$ cat src/rtl/ardisik_alu.sv
// ardisik_alu: small ALU with single-cycle add/sub/increment/compare and a
// sequential shift-add multiplier (one multiplier bit per clock, LSB first).
module ardisik_alu #(
   parameter int WIDTH = 8
) (
   input  logic             clk_in,
   input  logic             rst_in,
   input  logic             basla_in,
   input  logic [2:0]       islem_in,
   input  logic [WIDTH-1:0] s1_in,
   input  logic [WIDTH-1:0] s2_in,
   output logic [WIDTH-1:0] s_out,
   output logic             hazir_out,
   output logic             gecerli_out,
   output logic             tasma_out,
   output logic             sifir_out
);

   localparam int CW = (WIDTH > 2) ? $clog2(WIDTH) : 1;

   typedef enum logic {
      BOS  = 1'b0,
      CARP = 1'b1
   } state_t;

   state_t               state_reg, state_next;
   logic [2*WIDTH-1:0]   acc_reg, acc_next;
   logic [2*WIDTH-1:0]   mcand_reg, mcand_next;
   logic [WIDTH-1:0]     mplier_reg, mplier_next;
   logic [CW-1:0]        cnt_reg, cnt_next;
   logic [WIDTH-1:0]     s_reg, s_next;
   logic                 tasma_reg, tasma_next;
   logic                 sifir_reg, sifir_next;
   logic                 gecerli_reg, gecerli_next;

   logic [WIDTH:0]       sum_ext;
   logic [WIDTH:0]       dif_ext;
   logic [WIDTH-1:0]     alu_res;
   logic                 alu_flag;
   logic                 is_mul;
   logic [2*WIDTH-1:0]   partial;

   // Single-cycle datapath: result and flag for the non-multiply opcodes.
   always_comb begin
      sum_ext  = {1'b0, s1_in} + {1'b0, s2_in};
      dif_ext  = {1'b0, s1_in} - {1'b0, s2_in};
      alu_res  = '0;
      alu_flag = 1'b0;
      is_mul   = (islem_in == 3'b011) || (islem_in == 3'b101);
      case (islem_in)
         3'b000: begin
            alu_res  = sum_ext[WIDTH-1:0];
            alu_flag = sum_ext[WIDTH];
         end
         3'b001: begin
            alu_res  = dif_ext[WIDTH-1:0];
            alu_flag = dif_ext[WIDTH];   // borrow out == (s1 < s2)
         end
         3'b010: begin
            alu_res  = s2_in + WIDTH'(1);
            alu_flag = &s2_in;
         end
         3'b100: begin
            alu_res  = WIDTH'(s1_in > s2_in);
            alu_flag = 1'b0;
         end
         default: begin
            alu_res  = '0;
            alu_flag = 1'b0;
         end
      endcase
   end

   // Next-state and datapath control: accept starts in BOS, iterate in CARP.
   always_comb begin
      state_next   = state_reg;
      acc_next     = acc_reg;
      mcand_next   = mcand_reg;
      mplier_next  = mplier_reg;
      cnt_next     = cnt_reg;
      s_next       = s_reg;
      tasma_next   = tasma_reg;
      sifir_next   = sifir_reg;
      gecerli_next = 1'b0;
      partial      = mplier_reg[0] ? (acc_reg + mcand_reg) : acc_reg;
      case (state_reg)
         BOS: begin
            if (basla_in) begin
               if (is_mul) begin
                  // Square uses s1 as its own multiplier.
                  state_next  = CARP;
                  acc_next    = '0;
                  mcand_next  = {{WIDTH{1'b0}}, s1_in};
                  mplier_next = islem_in[2] ? s2_in : s1_in;
                  cnt_next    = '0;
               end else begin
                  s_next       = alu_res;
                  tasma_next   = alu_flag;
                  sifir_next   = (alu_res == '0);
                  gecerli_next = 1'b1;
               end
            end
         end
         CARP: begin
            acc_next    = partial;
            mcand_next  = mcand_reg << 1;
            mplier_next = mplier_reg >> 1;
            cnt_next    = cnt_reg + CW'(1);
            // Last bit: the partial sum is the full product, publish it now.
            if (cnt_reg == CW'(WIDTH - 1)) begin
               state_next   = BOS;
               s_next       = partial[WIDTH-1:0];
               tasma_next   = |partial[2*WIDTH-1:WIDTH];
               sifir_next   = (partial[WIDTH-1:0] == '0);
               gecerli_next = 1'b1;
            end
         end
         default: begin
            state_next = BOS;
         end
      endcase
   end

   // State and datapath registers with asynchronous reset.
   always_ff @(posedge clk_in or posedge rst_in) begin
      if (rst_in) begin
         state_reg   <= BOS;
         acc_reg     <= '0;
         mcand_reg   <= '0;
         mplier_reg  <= '0;
         cnt_reg     <= '0;
         s_reg       <= '0;
         tasma_reg   <= 1'b0;
         sifir_reg   <= 1'b1;
         gecerli_reg <= 1'b0;
      end else begin
         state_reg   <= state_next;
         acc_reg     <= acc_next;
         mcand_reg   <= mcand_next;
         mplier_reg  <= mplier_next;
         cnt_reg     <= cnt_next;
         s_reg       <= s_next;
         tasma_reg   <= tasma_next;
         sifir_reg   <= sifir_next;
         gecerli_reg <= gecerli_next;
      end
   end

   assign s_out       = s_reg;
   assign tasma_out   = tasma_reg;
   assign sifir_out   = sifir_reg;
   assign gecerli_out = gecerli_reg;
   assign hazir_out   = (state_reg == BOS);

endmodule

$ cat config.mk
export PLATFORM = sky130hd
export DESIGN_NAME = ardisik_alu
export DESIGN_NICKNAME = d
export VERILOG_FILES = /design/src/rtl/ardisik_alu.sv
export SDC_FILE = /design/constraint.sdc
export NUM_CORES = 1
export LEC_CHECK = 0
export BUFFER_PORTS_ARGS = -buffer_cell sky130_fd_sc_hd__buf_4
export CAP_MARGIN = 20
export CORE_ASPECT_RATIO = 1.75
export CORE_MARGIN = 3
export CORE_UTILIZATION = 45
export CTS_CLUSTER_SIZE = 20
export DETAILED_ROUTE_END_ITERATION = 7
export HOLD_SLACK_MARGIN = 0.06
export PLACE_DENSITY = 0.67
export SLEW_MARGIN = 5
export SYNTH_ARGS = -nofsm -noshare
export SYNTH_HDL_FRONTEND = slang
export SYNTH_SLANG_ARGS = --single-unit
$ cat constraint.sdc
create_clock -name clk_in -period 2.8 [get_ports clk_in]
set_clock_uncertainty 0.05 [all_clocks]
set_input_delay 0.42 -clock clk_in [delete_from_list [all_inputs] [get_ports clk_in]]
set_output_delay 0.42 -clock clk_in [all_outputs]
set_load 0.005 [all_outputs]
Word-level counts from Yosys, hierarchy flattened
Cells that the tools add are included. W data, S select, Z words.

Magnitude comparators: 1. Add/sub/neg operators: 5. Multiplexer cells: 36. Equality and inequality tests: 10. Bitwise logic cells: 1. Reduce and logical (&&, ||, !) cells: 8.

Operator list (number): $mux W16 (5); $pmux W16 S2 (2); $mux W8 (6); $pmux W8 S2 (2); $pmux W8 S4 (1); $add A16 B16 Y16 (1); $logic_not A8 Y1 (2); $mux W1 (12); $add A8 B8 Y9 (1); $eq A3 B3 Y1 const B (3); $sub A8 B8 Y9 (1); $add A8 B1 Y8 const B (1); $gt A8 B8 Y1 (1); $pmux W1 S2 (4); $reduce_and A8 Y1 (1); $reduce_or A8 Y1 (1); $eq A3 B2 Y1 const B (2); $mux W3 (2); $pmux W3 S2 (1); $ne A2 B1 Y1 const B (2); $ne A2 B2 Y1 const B (2); $add A3 B1 Y3 const B (1); $eq A3 B1 Y1 const B (1); $logic_not A3 Y1 (1); 5 further kinds (5).

Register bits: 55. Input bits: 22. Output and inout bits: 12. Logic and storage cells: 70.

Depth between registers and ports, before layout
Gate-level depths: netlist (run 1).

Depth after elaboration: 6. Gate-level depth with buffers: 11. Mapped depth without buffers: 11.

Least setup slack after synthesis (run 1)
OpenSTA, ideal clock, no wires.

Path type: input -> register. Start point: in s1_in[0]. End point: reg sifir_reg (netlist: sifir_out). Arrival: 2694 ps. Library setup time: 91 ps. Path slack: -35 ps. Data required time: 2659 ps. Cell stages on the path: 11. Buffers on the path: 0. Cells stage by stage: inv_1 ha_1 inv_1 fa_1 a21o_1 a21oi_1 mux2_2 or4_4 a311oi_2 nand3_1 o31ai_1.

Word-level cells in the longest chain between the ends: 6. Elaborated cells on any way between the ends: 8. Classes of those cells: add/sub (2); order compare (1); mux (4); reduce/logical (1).

Ends and longest elaborated chain: from (decl) (line 10) `input logic [WIDTH-1:0] s1_in,`; $sub A8 B8 Y9, or another cell as far along (line 46) `dif_ext = {1'b0, s1_in} - {1'b0, s2_in};`; $pmux W8 S4 (*) (line 50) `case (islem_in)`; $logic_not A8 Y1 (*) (line 99) `sifir_next = (alu_res == '0);`; $mux W1 (*) (line 89) `if (is_mul) begin`; $mux W1 (*) (line 88) `if (basla_in) begin`; $pmux W1 S2 (*) (line 86) `case (state_reg)`; to (signal assigned) (line 144) `sifir_reg <= sifir_next;`; to (decl) (line 33) `logic sifir_reg, sifir_next;`.

Every way passes the cells marked *; elsewhere a longest branch is shown, timed or not. The select of a mux whose other input is x is not followed. A chain may end at the register's enable or synchronous reset.

Worst setup path after layout (run 1)
Start point: reg mcand_reg[5]. End point: reg tasma_reg (netlist: tasma_out).

Word-level cells in the longest chain between the ends: 5.

Ends and longest elaborated chain: from (decl) (line 28) `logic [2*WIDTH-1:0] mcand_reg, mcand_next;`; from (signal assigned) (line 139) `mcand_reg <= mcand_next;`; $add A16 B16 Y16 (line 85) `partial = mplier_reg[0] ? (acc_reg + mcand_reg) : acc_reg;`; $mux W16 (line 85); $reduce_or A8 Y1 (line 113) `tasma_next = |partial[2*WIDTH-1:WIDTH];`; $mux W1 (line 110) `if (cnt_reg == CW'(WIDTH - 1)) begin`; $pmux W1 S2 (line 86); to (signal assigned) (line 143) `tasma_reg <= tasma_next;`; to (decl) (line 32) `logic tasma_reg, tasma_next;`.

No other way between the ends. The select of a mux whose other input is x is not followed.

==> results of run 1 <==
-- repair_timing --
action,4_1_cts,5_1_grt
buffers inserted,0,3
setup endpoints to repair,1,2
hold endpoints to repair,0,0
gates resized for setup,1,7
pin swaps,1,6
hold buffers,0,0
-- worst max-delay path, cell delays in order (launching register included) --
cell and delay, ps:
dfrtp_1 410, ha_1 360, o211ai_1 150, nand2_1 130
nor2_1 50, a2111oi_0 750, a41oi_2 290, nor4_2 280
a31oi_1 120
-- cells by family after synthesis --
group	after synthesis	synth area share [%]
AND/OR/NAND/NOR	167	18.3
AO/OA/AOI/OAI	173	25.6
multiplexers	27	6.25
buffers and inverters	56	5.15
XOR/XNOR	13	2.57
adder cells (fa/ha/maj)	37	11.0
flip-flops	55	31.1
-- power breakdown --
group	total (mW)	internal, mW	switching, mW
clock	0.669	0.381	0.288
sequential	1.33	1.09	0.240
combinational	2.23	0.975	1.26
total	4.23	2.45	1.78
-- cell usage after synthesis, types with 12 or more instances --
cell / n
ha_1: 34
inv_1: 26
mux2i_1: 22
dfrtp_1: 54
a21o_1: 12
o21ai_0: 53
clkbuf_1: 21
a21oi_1: 35
nand2_1: 61
nand3_1: 15
nor2_1: 32
-- worst paths after layout --
check	end	cells past startpoint
hold / removal	cnt_reg[1]	2
setup / recovery	tasma_out	8
min in group clk_in	mcand_reg[5]	3
max in group asynchronous	sifir_out	3
hold reg to reg	s_out[0]	1
setup reg to reg	tasma_out	8
-- through the flow --
step	std cells	setup TNS, ps	hold WS, ps	power (mW)
final	711	0	171	4.23
after floorplan	528	0	401	2.71
after CTS	708	0	190	4.17
after global routing	711	-50.7	220	4.56
after detailed placement	700	-534	417	3.49
after global placement	700	-423	414	3.42
-- per-layer routing --
metal	global-route usage [%]	part of all wire, %	up-vias
li1	-	-	2059
met1	25.1	36	2058
met2	49.1	56	125
met3	2.03	3.0	36
met4	12.3	4.4	0
met5	0	0	-
-- final cells by class --
cell class / instances / area, um2 / share of cell area, %
clock inverters: 1 / 7.51 / 0.142
clock buffers: 7 / 153 / 2.89
flip-flops and latches: 55 / 1380 / 26.1
inverters: 27 / 101 / 1.92
well taps: 122 / 153 / 2.89
multi-input cells: 417 / 2870 / 54.3
repair buffers: 82 / 616 / 11.7
==> flow_summary.yaml, run 1 <==
outcome:
  status: "finished clean"
worst_setup_path:
  critPathMaxFanout: 4
  startpoint_type: "register"
  critical_path_class: "register to register"
  crit_required_ps: 2920
  endpoint_kind: "register"
  rrSetupSlack_ps: 80
  r2r_start: "mcand_reg[5]"
  crit_start: "mcand_reg[5]"
  arrival_ps: 2840
drt:
  routedWlPerCell_um: 18.7
  viasPerCell: 6.02
  wirelength_um: 13300
  drc_errors: 0
  dr.pass1.iters: 5
  vias: 4278
  drt_iter0_markers: 188
  detail-route-antenna-nets: 0
yosys:
  async_reset_ff_share_pct: 100
  synth_area_leaders: "dfrtp_1 (31%), ha_1 (9.6%), o21ai_0 (6.0%), nand2_1 (5.2%), mux2i_1 (5.0%)"
  yosysTopAreaCellShare_pct: 30.5
  synthCells: 528
  synth_edf_count: 0
  synth_flop_cell: "dfrtp_1"
  ys_ff_latch: 55
  post-synth-top-area-cell: "dfrtp_1"
  netlist_area_um2: 4430
  syn_nets: 587
  synth_cell_types: 71
  avgSynthCellArea_um2: 8.38
  synth_warnings: 0
  ys_seq_area_share_pct: 31.1
global_routing:
  grt_max_degree: 45
  grt_pass1_wl_um: 21300
  antenna_found_initial: 0
  grt_pass1_vias: 4376
  gr-total-overflow: 0
  gr-usage-all-layers_pct: 24.9
power:
  p_leak_nw: 2.42
  peakVddDrop_mv: 0.401
  power_density_nw_per_um2: 802
die:
  rows: 47
  pin_count: 34
  die_h_um: 137
  core-area_um2: 9530
  die-area_um2: 11100
  die_w_um: 81.0
  start_util_pct: 46.5
timing:
  hold_violations: 0
  setup_slack_ps: 80.4
  finalCriticalPeriod_ps: 2720
  finalCritPeriodShare_pct: 97.1
  final-setup-viol-count: 0
  worstMarginPinSlew_ps: 954
  slew_viol_final: 0
  fmax_mhz: 368
  relSlewSlack_pct: 34.7
clock_network:
  cts_max_path_buffers: 2
  h-tree-depth: 2
  clockRootBuffer: "clkbuf_16"
  clkLatencyLatePin_ps: 290
  cts_buffers: 5
  cts_tree: "done"
  cts_sinks: 55
  cts.clk_slew.worst_paths_ps: 70
placement:
  dp_slack_ps: -294
  placed_area_um2: 5050
  dpl.hpwl_um: 10400
  gp_congestion: 0.900
  port_buffers: 33
final_layout:
  antennaDiodeCount: 0
  final_common_cell: "buf_4"
  final_cell_mix: "buf_4 (82), nand2_1 (61), o21ai_0 (53), dfrtp_1 (53), ha_1 (34)"
  nets: 647
  area_delta_synth_final_pct: 19.2
  post-route-util_pct: 55.4
  drive_above_1_share_pct: 19.5
  nFillCells: 926
  design_area_um2: 5270
min_path:
  holdCritPathClass: "input pin to async pin"
run:
  cap_violations: 0
(Power assumes the default switching activity.)
==> inputs of run 2 (changes only) <==
--- a/config.mk
+++ b/config.mk
@@ -13,6 +13,7 @@
 export CTS_CLUSTER_SIZE = 20
 export DETAILED_ROUTE_END_ITERATION = 7
 export HOLD_SLACK_MARGIN = 0.06
+export MAX_ROUTING_LAYER = met4
 export PLACE_DENSITY = 0.67
 export SLEW_MARGIN = 5
 export SYNTH_ARGS = -nofsm -noshare
==> run 2 against run 1 <==
  * Worst hold slack got worse by 5.9 ps
  * Cell count decreased by 0.28%
  * Routed wire length decreased by 2.6%
  * Total power increased by 0.42%
  * Clock power increased by 3.3%
  * Global-route usage increased by 0.45 points
  * Setup slack got worse by 5.3 ps
  * Core utilization increased by 0.18 points
  * First-iteration DRC count increased by 21%
  * Combinational power about the same
  * Sequential share of layout area decreased by 0.087 points
  * Critical endpoint unchanged
==> flow_summary.yaml, run 2 (synthesis gave the netlist of run 1 again) <==
clock_network:
  cts_tree: "done"
  cts.clk_slew.worst_paths_ps: 70
  holdBufCountCts: 0
  cts_buffers: 5
  cts_max_path_buffers: 2
  cts_sinks: 55
  clockRootBuffer: "clkbuf_16"
  clkLatencyLatePin_ps: 300
  h-tree-depth: 2
die:
  die_h_um: 137
  pin_count: 34
  die-area_um2: 11100
  die_w_um: 81.0
  start_util_pct: 46.5
  rows: 47
  core-area_um2: 9530
timing:
  finalCritPeriodShare_pct: 97.3
  setup_slack_ps: 75.1
  rsz0062_at_grt: "true"
  worstMarginPinSlew_ps: 668
  final-setup-viol-count: 0
  fmax_mhz: 367
  hold_violations: 0
  holdWs_ps: 166
  finalCriticalPeriod_ps: 2720
  slew_viol_final: 0
  relSlewSlack_pct: 54.3
power:
  power_density_nw_per_um2: 803
  peakVddDrop_mv: 0.402
  p_leak_nw: 2.42
  finalPower_mw: 4.25
final_layout:
  fin_cells: 709
  seq_area_um2: 1380
  final_cell_mix: "buf_4 (81), nand2_1 (61), o21ai_0 (53), dfrtp_1 (53), a21oi_1 (33)"
  nFillCells: 898
  nets: 646
  final_common_cell: "buf_4"
  drive_above_1_share_pct: 19.8
  multiInputGateArea_um2: 2890
  antennaDiodeCount: 0
  area_delta_synth_final_pct: 19.6
run:
  cap_violations: 0
worst_setup_path:
  path_cells: "ha_2 > fa_2 > a211oi_2 > buf_4 > o21ai_4 > a31o_4 > a221oi_2 > nand4_1 > nor4_2 > a31oi_1"
  crit_family: "compound AO/OA/AOI/OAI gates"
  arrival_ps: 2840
  critPathMaxFanout: 4
  worst_path_largest_cell_delay_ps: 380
  critical_path_class: "register to register"
  endpoint_kind: "register"
  startpoint_type: "register"
  crit_required_ps: 2910
  cp_slowest_cell: "dfrtp_1"
  path_buf_inv: 1
drt:
  drc_errors: 0
  wirelength_um: 13000
  vias: 4176
  viasPerCell: 5.89
  dr.pass1.iters: 4
  detail-route-antenna-nets: 0
  routedWlPerCell_um: 18.3
  drt_iter0_markers: 227
placement:
  dpl.hpwl_um: 10300
  gp_congestion: 0.937
  placed_cells: 699
  port_buffers: 33
  dp_slack_ps: -314
global_routing:
  antenna_found_initial: 0
  grt_pass1_vias: 4309
  grt_max_degree: 45
  gr-usage-all-layers_pct: 25.3
  gr-total-overflow: 0
  grt_pass1_wl_um: 21000
outcome:
  status: "finished clean"
min_path:
  holdCritPathClass: "input pin to async pin"
-- run 2: final cells by class --
type                            count  area share [%]
Clock buffer                        6            2.44
Clock inverter                      1           0.568
Inverter                           27            1.92
Multi-Input combinational cell    417            54.6
Sequential cell                    55            26.1
Tap cell                          122            2.88
Timing Repair Buffer               81            11.5
-- run 2: worst paths after layout --
check	from	end	slack [ps]	cells past startpoint
worst min-delay path	rst_in	s_out[2]	170	2
worst max-delay path	mcand_reg[0]	tasma_out	80	10
min in group clk_in	s1_in[5]	mcand_reg[5]	410	3
worst max register to register	mcand_reg[0]	tasma_out	80	10
worst min register to register	s_out[1]	s_out[1]	440	2
max in group asynchronous	rst_in	sifir_out	1810	3
-- run 2: per-stage QoR --
| step | setup TNS, ps | instance area [um2] | util, % |
|---|---|---|---|
| final | 0 | 5290 | 55.5 |
| after global routing | -83.3 | 5290 | 55.5 |
| after CTS | 0 | 5220 | 54.8 |
| after detailed placement | -651 | 5040 | 52.9 |
| after global placement | -451 | 5040 | 52.9 |
| after floorplan | 0 | 4430 | - |
-- run 2: power breakdown --
group | internal [mW] | total [mW] | switching (mW) | leakage [nW]
combinational | 0.979 | 2.23 | 1.25 | 1.62
sequential | 1.09 | 1.32 | 0.234 | 0.717
clock | 0.418 | 0.691 | 0.273 | 0.0769
-- run 2: routing by layer --
layer  up-vias  wire [um]  track usage (%)
met3        37        324             2.23
li1       2050          -                -
met4         0        724             13.9
met2       102       7050             46.3
met5         -          0                -
met1      1987       4860             26.0
-- run 2: timing repair --
| action | 4_1_cts | 5_1_grt |
|---|---|---|
| gates resized for setup | 4 | 12 |
| setup endpoints to repair | 2 | 2 |
| buffers inserted | 0 | 3 |
| pin swaps | 3 | 12 |
==> inputs of run 3 (changes only) <==
--- a/config.mk
+++ b/config.mk
@@ -9,12 +9,12 @@
 export CAP_MARGIN = 20
 export CORE_ASPECT_RATIO = 1.75
 export CORE_MARGIN = 3
-export CORE_UTILIZATION = 45
+export CORE_UTILIZATION = 50
 export CTS_CLUSTER_SIZE = 20
 export DETAILED_ROUTE_END_ITERATION = 7
 export HOLD_SLACK_MARGIN = 0.06
 export MAX_ROUTING_LAYER = met4
-export PLACE_DENSITY = 0.67
+export PLACE_DENSITY = 0.73
 export SLEW_MARGIN = 5
 export SYNTH_ARGS = -nofsm -noshare
 export SYNTH_HDL_FRONTEND = slang
==> run 3 against run 2 <==
  * Highest routed layer unchanged
  * Combinational power about the same
  * Routed wire length up 0.20%
  * Total power down 0.32%
  * Global-route usage up 2.1 points
  * Critical endpoint is now sifir_out
  * First-iteration DRC count up 21%
==> flow_summary.yaml, run 3 (synthesis gave the netlist of run 1 again) <==
outcome:
  status: "finished clean"
clock_network:
  cts_max_path_buffers: 2
  cts_sinks: 55
  cts_tree: "done"
  cts.clk_slew.worst_paths_ps: 80
  clockRootBuffer: "clkbuf_16"
  h-tree-depth: 2
  clkLatencyLatePin_ps: 300
  cts_buffers: 5
worst_setup_path:
  critPathMaxFanout: 2
  crit_required_ps: 2970
  startpoint_type: "input pin"
  endpoint_kind: "register"
  cp_slowest_cell: "or4_4"
  path_buf_inv: 3
  crit_top_cell: "inv_1"
  worst_path_largest_cell_delay_ps: 500
  path_cells: "buf_4 > inv_1 > ha_2 > inv_1 > fa_2 > a21o_1 > a21oi_2 > mux2_2 > or4_4 > a311oi_2 > nand3_1 > o31ai_2"
  critical_path_class: "input pin to register"
  worstRegToRegCells: 8
  crit_cells: 12
  arrival_ps: 2890
  crit_family: "compound AO/OA/AOI/OAI gates"
timing:
  fmax_mhz: 368
  holdWs_ps: 405
  relSlewSlack_pct: 51.3
  setup_slack_ps: 79.1
  hold_violations: 0
  setup_tns_ps: 0
  rsz0062_at_grt: "false"
  worstMarginPinSlew_ps: 712
  final-setup-viol-count: 0
  finalCriticalPeriod_ps: 2720
  slew_viol_final: 0
  finalCritPeriodShare_pct: 97.2
global_routing:
  grt_pass1_wl_um: 21200
  grt_max_degree: 32
  gr-total-overflow: 0
  grt_most_used_layer: "met2"
  grtUsageMet3_pct: 2.26
  grt_util_met1_pct: 28.1
  antenna_found_initial: 0
  gr-usage-all-layers_pct: 27.4
  grt_util_met2_pct: 51.6
  grt_pass1_vias: 4379
die:
  pin_count: 34
  die_w_um: 77.1
  core-area_um2: 8480
  die-area_um2: 10100
  rows: 44
  start_util_pct: 52.2
  die_h_um: 130
final_layout:
  final_cell_mix: "buf_4 (78), nand2_1 (61), o21ai_0 (53), dfrtp_1 (53), a21oi_1 (33)"
  nets: 644
  drive_above_1_share_pct: 20.0
  area_delta_synth_final_pct: 19.0
  final_common_cell: "buf_4"
  nFillCells: 803
  seq_area_um2: 1380
  design_area_um2: 5270
  antennaDiodeCount: 0
  post-route-util_pct: 62.1
  multiInputGateArea_um2: 2900
  fin_cells: 701
drt:
  vias: 4288
  detail-route-antenna-nets: 0
  routedWlPerCell_um: 18.5
  viasPerCell: 6.12
  drc_errors: 0
  drt_iter0_markers: 274
  dr.pass1.iters: 5
  wirelength_um: 13000
placement:
  dp_slack_ps: -354
  placed_cells: 688
  dpl.hpwl_um: 9920
  gp_congestion: 0.970
  placed_area_um2: 5000
  port_buffers: 33
power:
  p_leak_nw: 2.40
  finalPower_mw: 4.23
  peakVddDrop_mv: 0.367
  power_density_nw_per_um2: 804
min_path:
  holdCritPathClass: "input pin to register"
  min_path_cells: 3
run:
  cap_violations: 0
[run 3: cell types whose count changed in the layout (fill, tap and decap cells not counted), sizes merged]
cell	change
dlygate4sd3	+1
clkinv	+1
inv	+2
clkbuf	-1
bufinv	-1
buf	-3
[run 3: cell type report]
class	count	share of cell area, %
inverter	27	1.92
clock buffer	5	2.38
clock inverter	3	0.428
multi-input combinational	417	55.0
sequential	55	26.2
tap	115	2.73
timing repair buffer	79	11.3
[run 3: where the power goes]
group | switching [mW] | leakage, nW | internal (mW) | total (mW)
Sequential | 0.267 | 0.717 | 1.09 | 1.36
Combinational | 1.23 | 1.61 | 0.995 | 2.23
Clock | 0.310 | 0.0746 | 0.337 | 0.647
[run 3: routing by layer]
metal / vias to the layer above / share of wire [%]
met3: 35 / 3.4
met2: 130 / 55
met5: - / 0
met1: 2066 / 37
met4: 0 / 4.5
li1: 2057 / -
[run 3: final timing paths]
| path | startpoint | endpoint | slack (ps) |
|---|---|---|---|
| worst max-delay path | s1_in[0] | sifir_out | 80 |
| worst min-delay path | s1_in[4] | mcand_reg[4] | 410 |
| worst max register to register | mcand_reg[3] | tasma_out | 140 |
| worst min register to register | s_out[2] | s_out[2] | 430 |
| max in group asynchronous | rst_in | sifir_out | 1570 |
| min in group asynchronous | rst_in | mplier_reg[3] | 520 |
[run 3: timing repair]
action                                  4_1_cts  5_1_grt
endpoints found under the setup margin        2        3
pin swaps                                     3        4
endpoints found under the hold margin         6        0
buffers inserted                              1        3
hold buffers                                  1        0
resized for setup                             7        7
cloned                                        0        0
[run 3: tightest hold or removal path: cells and delay by family]
kind	cells	cell delay, ps
AOI/OAI and AO/OA	1	130
buffers and inverters	1	110
muxes	1	60
